--- src/rtl/vga_timing_pkg.sv ---
// ----------------------------------------------------------------------------
// vga_timing_pkg
//
// Shared constants for the VGA raster timing generator and its axis counters.
// Holds the default 640x480@60 mode (800x525 total), the derived totals and
// sync-window boundaries, the default sync polarity, the bundle type used for
// the registered control outputs, and small helpers for the axis arithmetic.
//
// No ports (package).
// ----------------------------------------------------------------------------
package vga_timing_pkg;

  // Default horizontal timing, in pixels
  localparam int unsigned DEF_H_ACTIVE = 640;
  localparam int unsigned DEF_H_FP     = 16;
  localparam int unsigned DEF_H_SYNC   = 96;
  localparam int unsigned DEF_H_BP     = 48;

  // Default vertical timing, in lines
  localparam int unsigned DEF_V_ACTIVE = 480;
  localparam int unsigned DEF_V_FP     = 10;
  localparam int unsigned DEF_V_SYNC   = 2;
  localparam int unsigned DEF_V_BP     = 33;

  // Counter width; both totals must fit in 2^DEF_CNT_W
  localparam int unsigned DEF_CNT_W    = 10;

  // Asserted level of hsync/vsync (0 = active-low, as standard VGA modes use)
  localparam logic        DEF_SYNC_POL = 1'b0;

  // Derived totals for the default mode (800 x 525)
  localparam int unsigned DEF_H_TOTAL = DEF_H_ACTIVE + DEF_H_FP + DEF_H_SYNC + DEF_H_BP;
  localparam int unsigned DEF_V_TOTAL = DEF_V_ACTIVE + DEF_V_FP + DEF_V_SYNC + DEF_V_BP;

  // Sync windows for the default mode: start inclusive, end exclusive
  localparam int unsigned DEF_H_SYNC_START = DEF_H_ACTIVE + DEF_H_FP;
  localparam int unsigned DEF_H_SYNC_END   = DEF_H_SYNC_START + DEF_H_SYNC;
  localparam int unsigned DEF_V_SYNC_START = DEF_V_ACTIVE + DEF_V_FP;
  localparam int unsigned DEF_V_SYNC_END   = DEF_V_SYNC_START + DEF_V_SYNC;

  // Registered single-bit outputs of the generator, grouped so that their
  // reset value and next value are built in one place each.
  typedef struct packed {
    logic hsync;
    logic vsync;
    logic active;
    logic lineStart;
    logic frameStart;
  } vga_ctrl_t;

  // Total length of one axis from its four segments
  function automatic int unsigned axisTotal(input int unsigned active,
                                            input int unsigned fp,
                                            input int unsigned sync,
                                            input int unsigned bp);
    return active + fp + sync + bp;
  endfunction

  // Pin level for a sync signal given whether it is asserted and the polarity
  function automatic logic syncLevel(input logic asserted, input logic pol);
    return asserted ? pol : ~pol;
  endfunction

endpackage

--- src/rtl/vga_axis_cnt.sv ---
// ----------------------------------------------------------------------------
// vga_axis_cnt
//
// One raster axis (horizontal or vertical). Counts 0..TOTAL-1 on each step and
// wraps back to 0 by terminal compare. Also decodes, combinationally from the
// current count, whether the position lies in the visible region and whether
// it lies in the sync window.
//
// Ports:
//   clk        in   system clock
//   reset      in   synchronous active-high reset, clears the count
//   step       in   advance the count by one (pixel strobe or line wrap)
//   count      out  current count, 0..TOTAL-1
//   wrap       out  step taken while at TOTAL-1 (count returns to 0 next clk)
//   in_active  out  count < ACTIVE
//   in_sync    out  ACTIVE+FP <= count < ACTIVE+FP+SYNC
// ----------------------------------------------------------------------------
module vga_axis_cnt
  import vga_timing_pkg::*;
#(
  parameter int unsigned ACTIVE = DEF_H_ACTIVE,
  parameter int unsigned FP     = DEF_H_FP,
  parameter int unsigned SYNC   = DEF_H_SYNC,
  parameter int unsigned BP     = DEF_H_BP,
  parameter int unsigned CNT_W  = DEF_CNT_W
) (
  input  logic             clk,
  input  logic             reset,
  input  logic             step,
  output logic [CNT_W-1:0] count,
  output logic             wrap,
  output logic             in_active,
  output logic             in_sync
);

  localparam int unsigned TOTAL = axisTotal(ACTIVE, FP, SYNC, BP);

  // Boundaries are held one bit wider than the counter so that a sync window
  // ending exactly at 2^CNT_W (zero back porch, full-width total) still
  // compares correctly instead of wrapping to zero.
  localparam logic [CNT_W:0] LAST_CNT   = (CNT_W+1)'(TOTAL - 1);
  localparam logic [CNT_W:0] ACTIVE_END = (CNT_W+1)'(ACTIVE);
  localparam logic [CNT_W:0] SYNC_START = (CNT_W+1)'(ACTIVE + FP);
  localparam logic [CNT_W:0] SYNC_END   = (CNT_W+1)'(ACTIVE + FP + SYNC);

  logic [CNT_W-1:0] r_count;
  logic [CNT_W:0]   w_countExt;
  logic             w_terminal;

  assign w_countExt = {1'b0, r_count};
  assign w_terminal = (w_countExt == LAST_CNT);

  // The counter wraps by comparing against the terminal value, never by
  // running off the top of its width, so non-power-of-two totals work.
  always_ff @(posedge clk) begin
    if (reset) begin
      r_count <= '0;
    end else if (step) begin
      if (w_terminal) begin
        r_count <= '0;
      end else begin
        r_count <= r_count + CNT_W'(1);
      end
    end
  end

  assign count     = r_count;
  assign wrap      = w_terminal & step;
  assign in_active = (w_countExt < ACTIVE_END);
  assign in_sync   = (w_countExt >= SYNC_START) && (w_countExt < SYNC_END);

endmodule

--- src/rtl/vga_timing_gen.sv ---
// ----------------------------------------------------------------------------
// vga_timing_gen
//
// VGA raster timing generator. Consumes the one-clk pixel strobe from the
// divide-by-4 block and produces sync, active-video, pixel coordinates and
// line/frame start pulses for the renderer and the DAC pins.
//
// Two axis counters do the counting: the horizontal one steps on pix_en, the
// vertical one steps on the horizontal wrap. Every output is a registered
// decode of the counters, so outputs trail the counters by one clk and change
// only in the clk after a strobe.
//
// Ports:
//   clk          in   system clock
//   reset        in   synchronous active-high reset
//   pix_en       in   one-clk pixel strobe (may be held at 1)
//   hsync        out  horizontal sync, asserted level SYNC_POL
//   vsync        out  vertical sync, asserted level SYNC_POL
//   active       out  position is inside the visible area
//   hpos         out  horizontal position 0..H_TOTAL-1
//   vpos         out  vertical position 0..V_TOTAL-1
//   line_start   out  one-clk pulse when hpos re-enters 0 by wrapping
//   frame_start  out  one-clk pulse when (hpos,vpos) re-enters (0,0) by wrapping
// ----------------------------------------------------------------------------
module vga_timing_gen
  import vga_timing_pkg::*;
#(
  parameter int unsigned H_ACTIVE = DEF_H_ACTIVE,
  parameter int unsigned H_FP     = DEF_H_FP,
  parameter int unsigned H_SYNC   = DEF_H_SYNC,
  parameter int unsigned H_BP     = DEF_H_BP,
  parameter int unsigned V_ACTIVE = DEF_V_ACTIVE,
  parameter int unsigned V_FP     = DEF_V_FP,
  parameter int unsigned V_SYNC   = DEF_V_SYNC,
  parameter int unsigned V_BP     = DEF_V_BP,
  parameter logic        SYNC_POL = DEF_SYNC_POL,
  parameter int unsigned CNT_W    = DEF_CNT_W
) (
  input  logic             clk,
  input  logic             reset,
  input  logic             pix_en,
  output logic             hsync,
  output logic             vsync,
  output logic             active,
  output logic [CNT_W-1:0] hpos,
  output logic [CNT_W-1:0] vpos,
  output logic             line_start,
  output logic             frame_start
);

  // Value of the control bundle while in reset: syncs deasserted, no video,
  // no pulses.
  localparam vga_ctrl_t CTRL_RESET = '{
    hsync:      ~SYNC_POL,
    vsync:      ~SYNC_POL,
    active:     1'b0,
    lineStart:  1'b0,
    frameStart: 1'b0
  };

  logic [CNT_W-1:0] w_hCount;
  logic [CNT_W-1:0] w_vCount;
  logic             w_hWrap;
  logic             w_vWrap;
  logic             w_hInActive;
  logic             w_vInActive;
  logic             w_hInSync;
  logic             w_vInSync;

  vga_ctrl_t        w_ctrlNext;
  vga_ctrl_t        r_ctrl;
  logic [CNT_W-1:0] r_hpos;
  logic [CNT_W-1:0] r_vpos;
  logic             r_hWrapD;
  logic             r_frameWrapD;

  vga_axis_cnt #(
    .ACTIVE (H_ACTIVE),
    .FP     (H_FP),
    .SYNC   (H_SYNC),
    .BP     (H_BP),
    .CNT_W  (CNT_W)
  ) u_hAxis (
    .clk       (clk),
    .reset     (reset),
    .step      (pix_en),
    .count     (w_hCount),
    .wrap      (w_hWrap),
    .in_active (w_hInActive),
    .in_sync   (w_hInSync)
  );

  // The vertical axis only moves when a line ends, so vsync and vpos can only
  // change alongside the horizontal wrap.
  vga_axis_cnt #(
    .ACTIVE (V_ACTIVE),
    .FP     (V_FP),
    .SYNC   (V_SYNC),
    .BP     (V_BP),
    .CNT_W  (CNT_W)
  ) u_vAxis (
    .clk       (clk),
    .reset     (reset),
    .step      (w_hWrap),
    .count     (w_vCount),
    .wrap      (w_vWrap),
    .in_active (w_vInActive),
    .in_sync   (w_vInSync)
  );

  // Next value of the control outputs. Sync and active are decodes of the
  // current counters. The pulses come from the wrap seen one clk earlier:
  // the wrap happens on the strobe edge, the counters show 0 after that edge,
  // and the registered outputs show 0 one clk later, so the pulse has to be
  // delayed by the same one clk to line up with hpos=0.
  always_comb begin
    w_ctrlNext            = CTRL_RESET;
    w_ctrlNext.hsync      = syncLevel(w_hInSync, SYNC_POL);
    w_ctrlNext.vsync      = syncLevel(w_vInSync, SYNC_POL);
    w_ctrlNext.active     = w_hInActive & w_vInActive;
    w_ctrlNext.lineStart  = r_hWrapD;
    w_ctrlNext.frameStart = r_frameWrapD;
  end

  // Output registers. Because the counters only move on a strobe, reloading
  // the decode every clk still leaves the outputs stable between strobes,
  // while the wrap delay stages clear themselves after one clk so each pulse
  // is exactly one clk wide. Clearing the delay stages in reset keeps a wrap
  // that coincides with reset from leaking out as a pulse afterwards.
  always_ff @(posedge clk) begin
    if (reset) begin
      r_ctrl       <= CTRL_RESET;
      r_hpos       <= '0;
      r_vpos       <= '0;
      r_hWrapD     <= 1'b0;
      r_frameWrapD <= 1'b0;
    end else begin
      r_ctrl       <= w_ctrlNext;
      r_hpos       <= w_hCount;
      r_vpos       <= w_vCount;
      r_hWrapD     <= w_hWrap;
      r_frameWrapD <= w_vWrap;
    end
  end

  assign hsync       = r_ctrl.hsync;
  assign vsync       = r_ctrl.vsync;
  assign active      = r_ctrl.active;
  assign line_start  = r_ctrl.lineStart;
  assign frame_start = r_ctrl.frameStart;
  assign hpos        = r_hpos;
  assign vpos        = r_vpos;

endmodule

--- config.mk ---
export PLATFORM = sky130hd
export DESIGN_NAME = vga_timing_gen
export DESIGN_NICKNAME = d
export VERILOG_FILES = /design/src/rtl/vga_timing_pkg.sv /design/src/rtl/vga_axis_cnt.sv /design/src/rtl/vga_timing_gen.sv
export SDC_FILE = /design/constraint.sdc
export NUM_CORES = 1
export LEC_CHECK = 0
export BUFFER_PORTS_ARGS = -buffer_cell sky130_fd_sc_hd__buf_2
export CAP_MARGIN = 20
export CELL_PAD_IN_SITES_DETAIL_PLACEMENT = 0
export CELL_PAD_IN_SITES_GLOBAL_PLACEMENT = 2
export CORE_MARGIN = 2
export CORE_UTILIZATION = 37
export CTS_CLUSTER_SIZE = 14
export DETAILED_ROUTE_END_ITERATION = 8
export GPL_TIMING_DRIVEN = 0
export PLACE_DENSITY_LB_ADDON = 0.25
export SLEW_MARGIN = 15
export SYNTH_ARGS = -nofsm -noshare
export SYNTH_HDL_FRONTEND = slang
export SYNTH_HIERARCHICAL = 1
export SYNTH_SLANG_ARGS = --single-unit
--- constraint.sdc ---
create_clock -name clk -period 6.1 [get_ports clk]
set_input_delay 0.61 -clock clk [delete_from_list [all_inputs] [get_ports clk]]
set_output_delay 0.61 -clock clk [all_outputs]
set_load 0.02 [all_outputs]
==> results.md, run 1 <==
* GRT Total Usage at 13.99%
* Pwr Density at between 200 and 300 mW/mm^2
* Gpl congestion at roughly 0.73
* WHS Path Cells at 1
* Placed cell count at about 260
* Post-cts resize count at 0
* Fin. Hold Viols at 0
* RSZ-0062 raised after global routing: no
* Top Ports at 28
* IO Port Bufs at 26
* Clock slew at reported path FFs at 0.08 ns
* Hold_sp: r_hWrapD
* First-pass GRT wire length at 5809 um
* Final min period at 2.420 ns
* Latest clock arrival within the worst-skew pair at 0.29 ns
* Pre-antenna DRT Iters at 4
* Outcome: complete, no violations
* CTS tree: yes
* CP endpoint kind: flip-flop
* Reg2reg start: u_hAxis/count[0]
* Endpoints failing setup at 0
* Post-route DRC at 0
* LEAKAGE at 0.8713 nW
* N_diodes at 0
* Syn avg cell area at between 10 and 15 um^2
* Post-synth EDFFs at 0
* Setup TNS Final at 0 ns
* Die area at 0.005426 mm^2
* Largest net degree at the start of global routing at 16
* Initial antenna violation count at 0
* Final non-filler cell total at 264
* Mapped Cells at ~180
* Syn-to-layout area delta at 18.61%
* Hpwl dp at 2398 um
* Yosys cell types at 36
* Die W at between 70 and 80 um
* Reg2reg setup slack at between 3 and 4 ns
* Clock Skew at 0.002692 ns
* Synthesized area at 0.001795 mm^2
* Layout Nets at 216
* End point of the worst hold path: line_start
* CTS Sinks at 47
* Crit path DAT at 2.66 ns
* CP Class: flip-flop to flip-flop
* Hold buffers post-CTS at 0
* Crit start category: flip-flop
* CTS Buf Count at 5
* Vias in the first global route at 1,236
* Site Rows at 25
* Pins Over Slew Limit at 0
* Die H at 73.66 um
* Worst R2R End: u_vAxis/count[9]
* Post-CTS setup buffers at 0
* Maxcap violations at 0
* Antenna viol nets, final at 0
* Critical path fanouts, max at 8
* Cell taking the most area after synthesis: dfxtp_1
* Post-synth top flop: dfxtp_1
* Relative slew slack at around 76%
* Final period util at about two fifths
* Via density at 4.996
* CP required at around 6.3 ns
* Top post-synthesis cells by area: dfxtp_1 (52%), nor2b_1 (7.3%), ha_1 (2.8%), xor2_1 (2.4%), nor2_1 (2.3%)
* Fmax at between 400 and 500 MHz
* Top cells by count, synth: dfxtp_1 (47), nor2b_1 (21), nor2_1 (11)
* Share of cells above drive strength 1 at 23.33%
* Via count at roughly 1,300
* Total congestion overflow at 0
* Syn Nets at 183
* Worst-case clock buffer depth at 2
* Initial Util at 38.27%
* Clk root buf: clkbuf_8
* Synth top area share at 52.40%
* Count leader, synth: dfxtp_1
* Core area at between 0.004 and 0.005 mm^2
* Sequential area share after synthesis at 52.40%
* Peak VDD IR at between 0.1 and 0.15 mV
* Min-delay worst type: flip-flop to flip-flop
* R2r worst-path depth at 7
* H-Tree Depth at 2
* Initial DRC count at 60
* Tightest Pin Transition at ~0.36 ns
* WL/cell at 12.92 um
* Routed WL at roughly 3400 um
* Synthesis warning total at 6
* FFs w/ async S/R, synth at 0%
* #FFs+latches synth at 47
-- report_power, final --
part           internal (W)  leakage (nW)  total (W)  switching, W
Clock              0.000163        0.0644   0.000265      0.000101
Sequential         0.000310         0.380   0.000314    0.00000384
Combinational    0.00000760         0.427  0.0000192     0.0000116
Total              0.000481         0.871   0.000598      0.000117
-- layer usage --
layer | track usage (%) | part of all wire (%) | up-vias | wire (um)
met5 | 0 | 0 | - | 0
met4 | 5.455 | 1.6 | 0 | 53
met3 | 4.252 | 6.0 | 6 | 203
met2 | 21.53 | 42 | 34 | 1443
met1 | 18.36 | 50 | 608 | 1710
li1 | - | - | 671 | -
-- how the worst max path moves through the flow --
stage,startpoint,end
detailed placement,pix_en,u_vAxis/count[9]
CTS,u_hAxis/count[0],u_vAxis/count[7]
floorplan,pix_en,u_vAxis/count[9]
finish,u_hAxis/count[0],u_vAxis/count[9]
global route,u_hAxis/count[0],u_vAxis/count[9]
global placement,pix_en,u_vAxis/count[9]
-- cell usage in the layout, fill, tap and decap left out, types with 3 or more instances in the layout --
cell,synthesis,final
dfxtp_1,47,47
buf_2,1,27
nor2b_1,21,21
nor2_1,11,11
nand2_1,9,9
a21oi_1,7,7
inv_1,6,6
o21ai_0,6,6
buf_4,5,5
clkbuf_8,0,5
nand3_1,5,5
xor2_1,5,5
or3_1,5,5
o31ai_1,5,5
and2b_1,4,4
nand4_1,4,4
ha_1,4,4
nand4_2,3,3
xnor2_1,3,3
or4_1,3,3
-- sequential cells by signal (all words and copies together) (netlist names), 10 cells and up --
signal         cells
hpos              10
u_hAxis/count     10
u_vAxis/count     10
vpos              10
-- area by class of cell --
| type | count | area (um^2) |
|---|---|---|
| Timing Repair Buffer | 26 | 130.1 |
| Clock inverter | 3 | 67.56 |
| Buffer | 6 | 42.54 |
| Sequential cell | 47 | 940.9 |
| Clock buffer | 5 | 68.82 |
| Fill cell | 459 | 2562 |
| Inverter | 6 | 22.52 |
| Multi-Input combinational cell | 117 | 789.5 |
| Tap cell | 54 | 67.56 |
-- worst max-delay path, cell delays in order, from the launching register on --
cell and delay (ns):
dfxtp_1 0.45, ha_1 0.22, nand4_2 0.24, nor3_1 0.34, buf_4 0.21, nand4_1 0.25
or4_4 0.50, a21oi_2 0.14
-- cells by family (layout without fill, tap and decap cells) --
family	count (synthesis)	in the layout	share of synthesized area [%]
buf+inv	12	46	3.624
flops	47	47	52.40
compound gates	24	24	9.199
xor+xnor	8	8	3.903
fa+ha+maj	4	4	2.788
simple gates	79	79	26.97
mux	2	2	1.115
-- stage by stage --
step | util (%) | hold slack [ns] | total power [W] | setup slack, ns | instance area [um^2]
5_1_grt | 45.39 | 0.4605 | 0.0006215 | 3.567 | 2130
3_3_place_gp | 42.48 | 0.4188 | 0.0003395 | 3.679 | 1993
2_1_floorplan | - | 0.4109 | 0.0003337 | 3.937 | 1795
4_1_cts | 45.39 | 0.4469 | 0.0006054 | 3.681 | 2130
6_report | 45.39 | 0.4383 | 0.0005978 | 3.680 | 2130
3_5_place_dp | 42.48 | 0.4262 | 0.0003403 | 3.583 | 1993
No activity file was read; power rests on OpenSTA's default activity.
==> run 2, diff against run 1 <==
- CORE_UTILIZATION: 37 -> 35
- clock period: 6.1 -> 2.3 ns (I/O delays scaled with it)
==> run 2 against run 1 <==
  * Clock skew is 0.0019 ns higher
  * Non-clock buffer count is 2 higher
  * Combinational power grew to 2.6 times the previous value
  * Via count grew 0.38%
  * Die area increased by 5.4%
  * Cell area grew 1.1%
  * Fmax grew 14%
  * Sequential share of layout area down 0.37 points
  * First-iteration DRC count fell by 1.7%
  * Global-route usage shrank 1.0 points
  * Critical path type unchanged
  * Largest power group unchanged
==> results.md, run 2 (synthesized netlist as in run 1, its figures left out) <==
* Outcome: complete, no violations
* CTS Buf Count at 5
* Syn-to-layout area delta at 19.93%
* Pre-antenna DRT Iters at 4
* Latest clock arrival within the worst-skew pair at between 0.2 and 0.3 ns
* Antenna viol nets, final at 0
* GRT Total Usage at 12.95%
* Leading cell type in the layout, fill and taps excluded: dfxtp_1
* Endpoints failing setup at 0
* Layout Nets at approximately 220
* Initial Util at 35.61%
* Largest delay share family, worst path: simple AND/OR/NAND/NOR gates
* Net Sw Frac at 21.11%
* Peak VDD IR at 0.2489 mV
* Share of cells above drive strength 1 at 25.47%
* LEAKAGE at 0.8638 nW
* Routed WL at 3433 um
* Fin. Hold Viols at 0
* Initial DRC count at 59
* Clk pwr share at 37.6%
* H-Tree Depth at 2
* First-pass GRT wire length at 5485 um
* CTS Sinks at 47
* Clk root buf: clkbuf_8
* Min-delay worst type: input port to flip-flop
* Combinational power share at under 10%
* Crit. path cell count at 7
* Core area at 0.005042 mm^2
* Fin util at 42.70%
* CTS tree: yes
* Initial antenna violation count at 0
* Clock Skew at roughly 0.0046 ns
* Final min period at around 2.1 ns
* Crit path DAT at ~2.4 ns
* Sequential power share at 58.9%
* Top Ports at 28
* Die area at 0.005719 mm^2
* WL/cell at about 12 um
* Critical path fanouts, max at 7
* Final period util at between 90 and 100%
* Gpl congestion at 0.7369
* IO Port Bufs at 26
* CP Cell Sequence: ha_2 > nand4_4 > nor3_4 > buf_4 > nand4_1 > or4_1 > a21oi_1
* Reg2reg setup slack at 0.17 ns
* Hpwl dp at 2366 um
* N_diodes at 0
* Crit start category: flip-flop
* CP Class: flip-flop to flip-flop
* Total congestion overflow at 0
* Clock slew at reported path FFs at 0.08 ns
* Worst Slack Setup Final at 0.1735 ns
* Die W at between 70 and 80 um
* WHS Path Cells at 2
* CP endpoint kind: flip-flop
* Via count at 1,324
* R2r worst-path depth at 7
* Vias in the first global route at ~1,200
* Post-route DRC at 0
* Maxcap violations at 0
* Fmax at 470.3 MHz
* Worst-case clock buffer depth at 2
* Pwr Density at 658.0 mW/mm^2
* Net Switching at 0.0002991 W
* Largest net degree at the start of global routing at 16
* CP required at 2.53 ns
* Pint at 0.001118 W
* Pre-CTS WS at -0.1336 ns
* Die H at between 70 and 80 um
* Tightest Pin Transition at 0.3312 ns
* Relative slew slack at 77.61%
* Worst path max stage delay at 0.47 ns
* Worst path slowest cell: or4_1
* Pins Over Slew Limit at 0
* Via density at 4.695
* RSZ-0062 raised after global routing: no
* Most frequent cells in the layout: dfxtp_1 (45), buf_2 (27), nor2b_1 (21)
* Site Rows at 26
* Buf/Inv on CP at 1
* FILL cells at 517
run 2: changes by cell type in the layout (fill, tap and decap cells not counted), sizes merged:
cell and change:
bufinv -2, clkinvlp -1, clkbuf +3, buf +2
run 2: power by group through the flow:
| stage | registers [W] | clock network (W) | logic [W] |
|---|---|---|---|
| after floorplan | 0.000855 | 0 | 0.0000305 |
| after global routing | 0.000836 | 0.000592 | 0.0000564 |
| after CTS | 0.000833 | 0.000553 | 0.0000515 |
| final | 0.000834 | 0.000533 | 0.0000504 |
| after detailed placement | 0.000852 | 0 | 0.0000512 |
| after global placement | 0.000852 | 0 | 0.0000494 |
run 2: final timing paths:
kind                                  startpoint               end
worst min-delay path                       reset  u_hAxis/count[4]
worst min register to register          r_hWrapD        line_start
worst max-delay path            u_hAxis/count[0]  u_vAxis/count[7]
worst max register to register  u_hAxis/count[0]  u_vAxis/count[7]
run 2: layout make-up:
| cell class | instances | area [um^2] | area share, % |
|---|---|---|---|
| buffer | 6 | 42.54 | 1.976 |
| clock buffer | 8 | 100.1 | 4.648 |
| inverter | 6 | 22.52 | 1.046 |
| multi-input combinational | 117 | 812.0 | 37.71 |
| sequential | 47 | 943.4 | 43.81 |
| tap | 70 | 87.58 | 4.067 |
| timing repair buffer | 28 | 145.1 | 6.740 |
run 2: stage by stage:
stage	power [W]	area (um^2)	TNS (ns)	hold WS, ns	cells
floorplan	0.0008850	1795	0	0.2991	176
global placement	0.0009010	2013	-0.1378	0.4138	272
global route	0.001485	2153	0	0.2908	282
CTS	0.001437	2142	0	0.2753	282
finish	0.001417	2153	0	0.2781	282
detailed placement	0.0009032	2013	-0.2911	0.4192	272
run 2: metal layers:
layer | GRT usage (%) | share of wire (%)
met5 | 0 | 0
met4 | 5.263 | 1.5
met3 | 4.365 | 3.5
met2 | 20.58 | 47
met1 | 16.16 | 48
run 2: repair_timing:
item | CTS | global route
gates cloned | 0 | 0
resized for setup | 2 | 4
pin swaps | 1 | 0
hold buffers | 0 | 0
endpoints found under the setup margin | 5 | 5
setup buffers | 2 | 0
==> run 3, diff against run 2 <==
- GPL_TIMING_DRIVEN: 0 -> default
==> run 3 against run 2 <==
  * Global-route usage grew 0.65 points
  * First-iteration DRC count grew 5.1%
  * Critical path depth down 1
  * Critical path type unchanged
  * Cell area decreased by 2.1%
  * Clock power down 8.8%
==> results.md, run 3 (synthesized netlist as in run 1, its figures left out) <==
* Outcome: complete, no violations
* H-Tree Depth at 2
* Vias in the first global route at 1,237
* CP endpoint kind: flip-flop
* Clk pwr share at 35.6%
* Gpl congestion at 0.7723
* Critical path fanouts, max at 8
* Final period util at 89.34%
* Core area at 0.005042 mm^2
* Site Rows at 26
* Initial Util at a little over a third
* Initial DRC count at 62
* Initial antenna violation count at 0
* Pins Over Slew Limit at 0
* Final min period at 2.055 ns
* Fin. Hold Viols at 0
* Leading cell type in the layout, fill and taps excluded: dfxtp_1
* CTS Sinks at 47
* Fmax at 486.7 MHz
* Post-cts resize count at 0
* CP required at 2.53 ns
* Final Cell Area at 0.002108 mm^2
* Placed cell count at between 200 and 300
* Pint at around 0.0011 W
* Combinational power share at roughly 3.4%
* Grt peak-use layer: met2
* Crit path launch: u_hAxis/count[0]
* Global routing usage on met1 at about 17%
* WHS Path Cells at 2
* Pwr Density at between 600 and 700 mW/mm^2
* N_diodes at 0
* Reg2reg setup slack at 0.25 ns
* Via density at 4.616
* Endpoints failing setup at 0
* Net Sw Frac at 22.83%
* Via count at 1,297
* Post-CTS setup buffers at 0
* Min-delay worst type: input port to flip-flop
* First-pass GRT wire length at 5768 um
* Largest net degree at the start of global routing at 22
* Latest clock arrival within the worst-skew pair at around 0.29 ns
* Maxcap violations at 0
* Die W at roughly 76 um
* Clk root buf: clkbuf_8
* Clock slew at reported path FFs at ~0.090 ns
* Dpl cell area at 0.002021 mm^2
* Die H at ~76 um
* Top Ports at 28
* Routed WL at between 3000 and 4000 um
* Die area at 0.005719 mm^2
* GR Layer Usage met3 at 4.497%
* Clock Skew at between 0.007 and 0.008 ns
* Most frequent cells in the layout: dfxtp_1 (47), buf_2 (27), nor2b_1 (21)
* Worst-case clock buffer depth at 2
* IO Port Bufs at 27
* Final non-filler cell total at 281
* CP Class: flip-flop to flip-flop
* Worst setup endpoint: u_vAxis/count[9]
* R2r worst-path depth at 6
* Share of cells above drive strength 1 at a little under a quarter
* Crit path DAT at ~2.3 ns
* Net Switching at 0.0003118 W
* RSZ-0062 raised after global routing: no
* WL/cell at approximately 12 um
* Hold buffers post-CTS at 0
* CTS tree: yes
* Worst R2R End: u_vAxis/count[9]
* Reg2reg start: u_hAxis/count[0]
* Tot Pwr at approximately 0.0014 W
* Syn-to-layout area delta at 17.42%
* Sequential power share at 61.0%
* Antenna viol nets, final at 0
* Crit start category: flip-flop
* Setup TNS Final at 0 ns
* Tightest Pin Transition at 0.3465 ns
* GRT Total Usage at between 10% and 20%
* Met2 Track Usage GR at 21.74%
* Peak VDD IR at 0.2100 mV
* Hpwl dp at 2429 um
* Relative slew slack at 76.58%
* LEAKAGE at 0.8607 nW
* CTS Buf Count at 5
* Post-route DRC at 0
* Total congestion overflow at 0
* Layout Nets at 217
* Pre-antenna DRT Iters at 4
[run 3: changes by cell type in the layout (fill, tap and decap cells not counted), moves of 2 or more]
cell	change
clkbuf_8	-2
clkinv_2	+2
dfxtp_1	+2
dfxtp_2	-2
[run 3: layout make-up]
type | count | area (um^2)
Clock buffer | 5 | 68.82
Multi-Input combinational cell | 117 | 789.5
Tap cell | 70 | 87.58
Sequential cell | 47 | 940.9
Clock inverter | 3 | 18.77
Inverter | 6 | 22.52
Fill cell | 521 | 2934
Timing Repair Buffer | 33 | 180.2
[run 3: worst min path at each step]
| stage | slack, ns | end | from |
|---|---|---|---|
| final | 0.32 | u_hAxis/count[4] | reset |
| after floorplan | 0.30 | u_hAxis/count[6] | reset |
| after global routing | 0.33 | u_hAxis/count[2] | reset |
| after detailed placement | 0.44 | line_start | r_hWrapD |
| after global placement | 0.43 | line_start | r_hWrapD |
| after CTS | 0.31 | u_hAxis/count[4] | reset |
[run 3: power by group through the flow]
stage               clock network (W)  registers, W  logic (W)
global placement                    0      0.000851  0.0000474
finish                       0.000486      0.000833  0.0000471
floorplan                           0      0.000855  0.0000305
global route                 0.000551      0.000835  0.0000534
detailed placement                  0      0.000852  0.0000477
CTS                          0.000509      0.000833  0.0000479
[run 3: per-layer routing]
layer  vias to the layer above  share of wire (%)  routed length, um
met3                         6                3.5                118
met1                       602                 49               1662
met4                         0                1.7                 58
li1                        671                  -                  -
met5                         -                  0                  0
met2                        18                 46               1573
[run 3: critical path, cell delays in order, from the launching register on]
cell	delay, ns
dfxtp_1	0.44
ha_1	0.22
nand4_2	0.11
nor3_1	0.29
nand4_1	0.30
or4_4	0.49
a21oi_2	0.14
[run 3: stage by stage]
stage	hold WS, ns	setup WS, ns	util (%)
2_1_floorplan	0.2991	0.2884	-
3_5_place_dp	0.4398	0.2573	40.07
3_3_place_gp	0.4281	0.3351	40.07
5_1_grt	0.3334	0.008801	41.81
4_1_cts	0.3128	0.2485	41.81
6_report	0.3244	0.2453	41.81
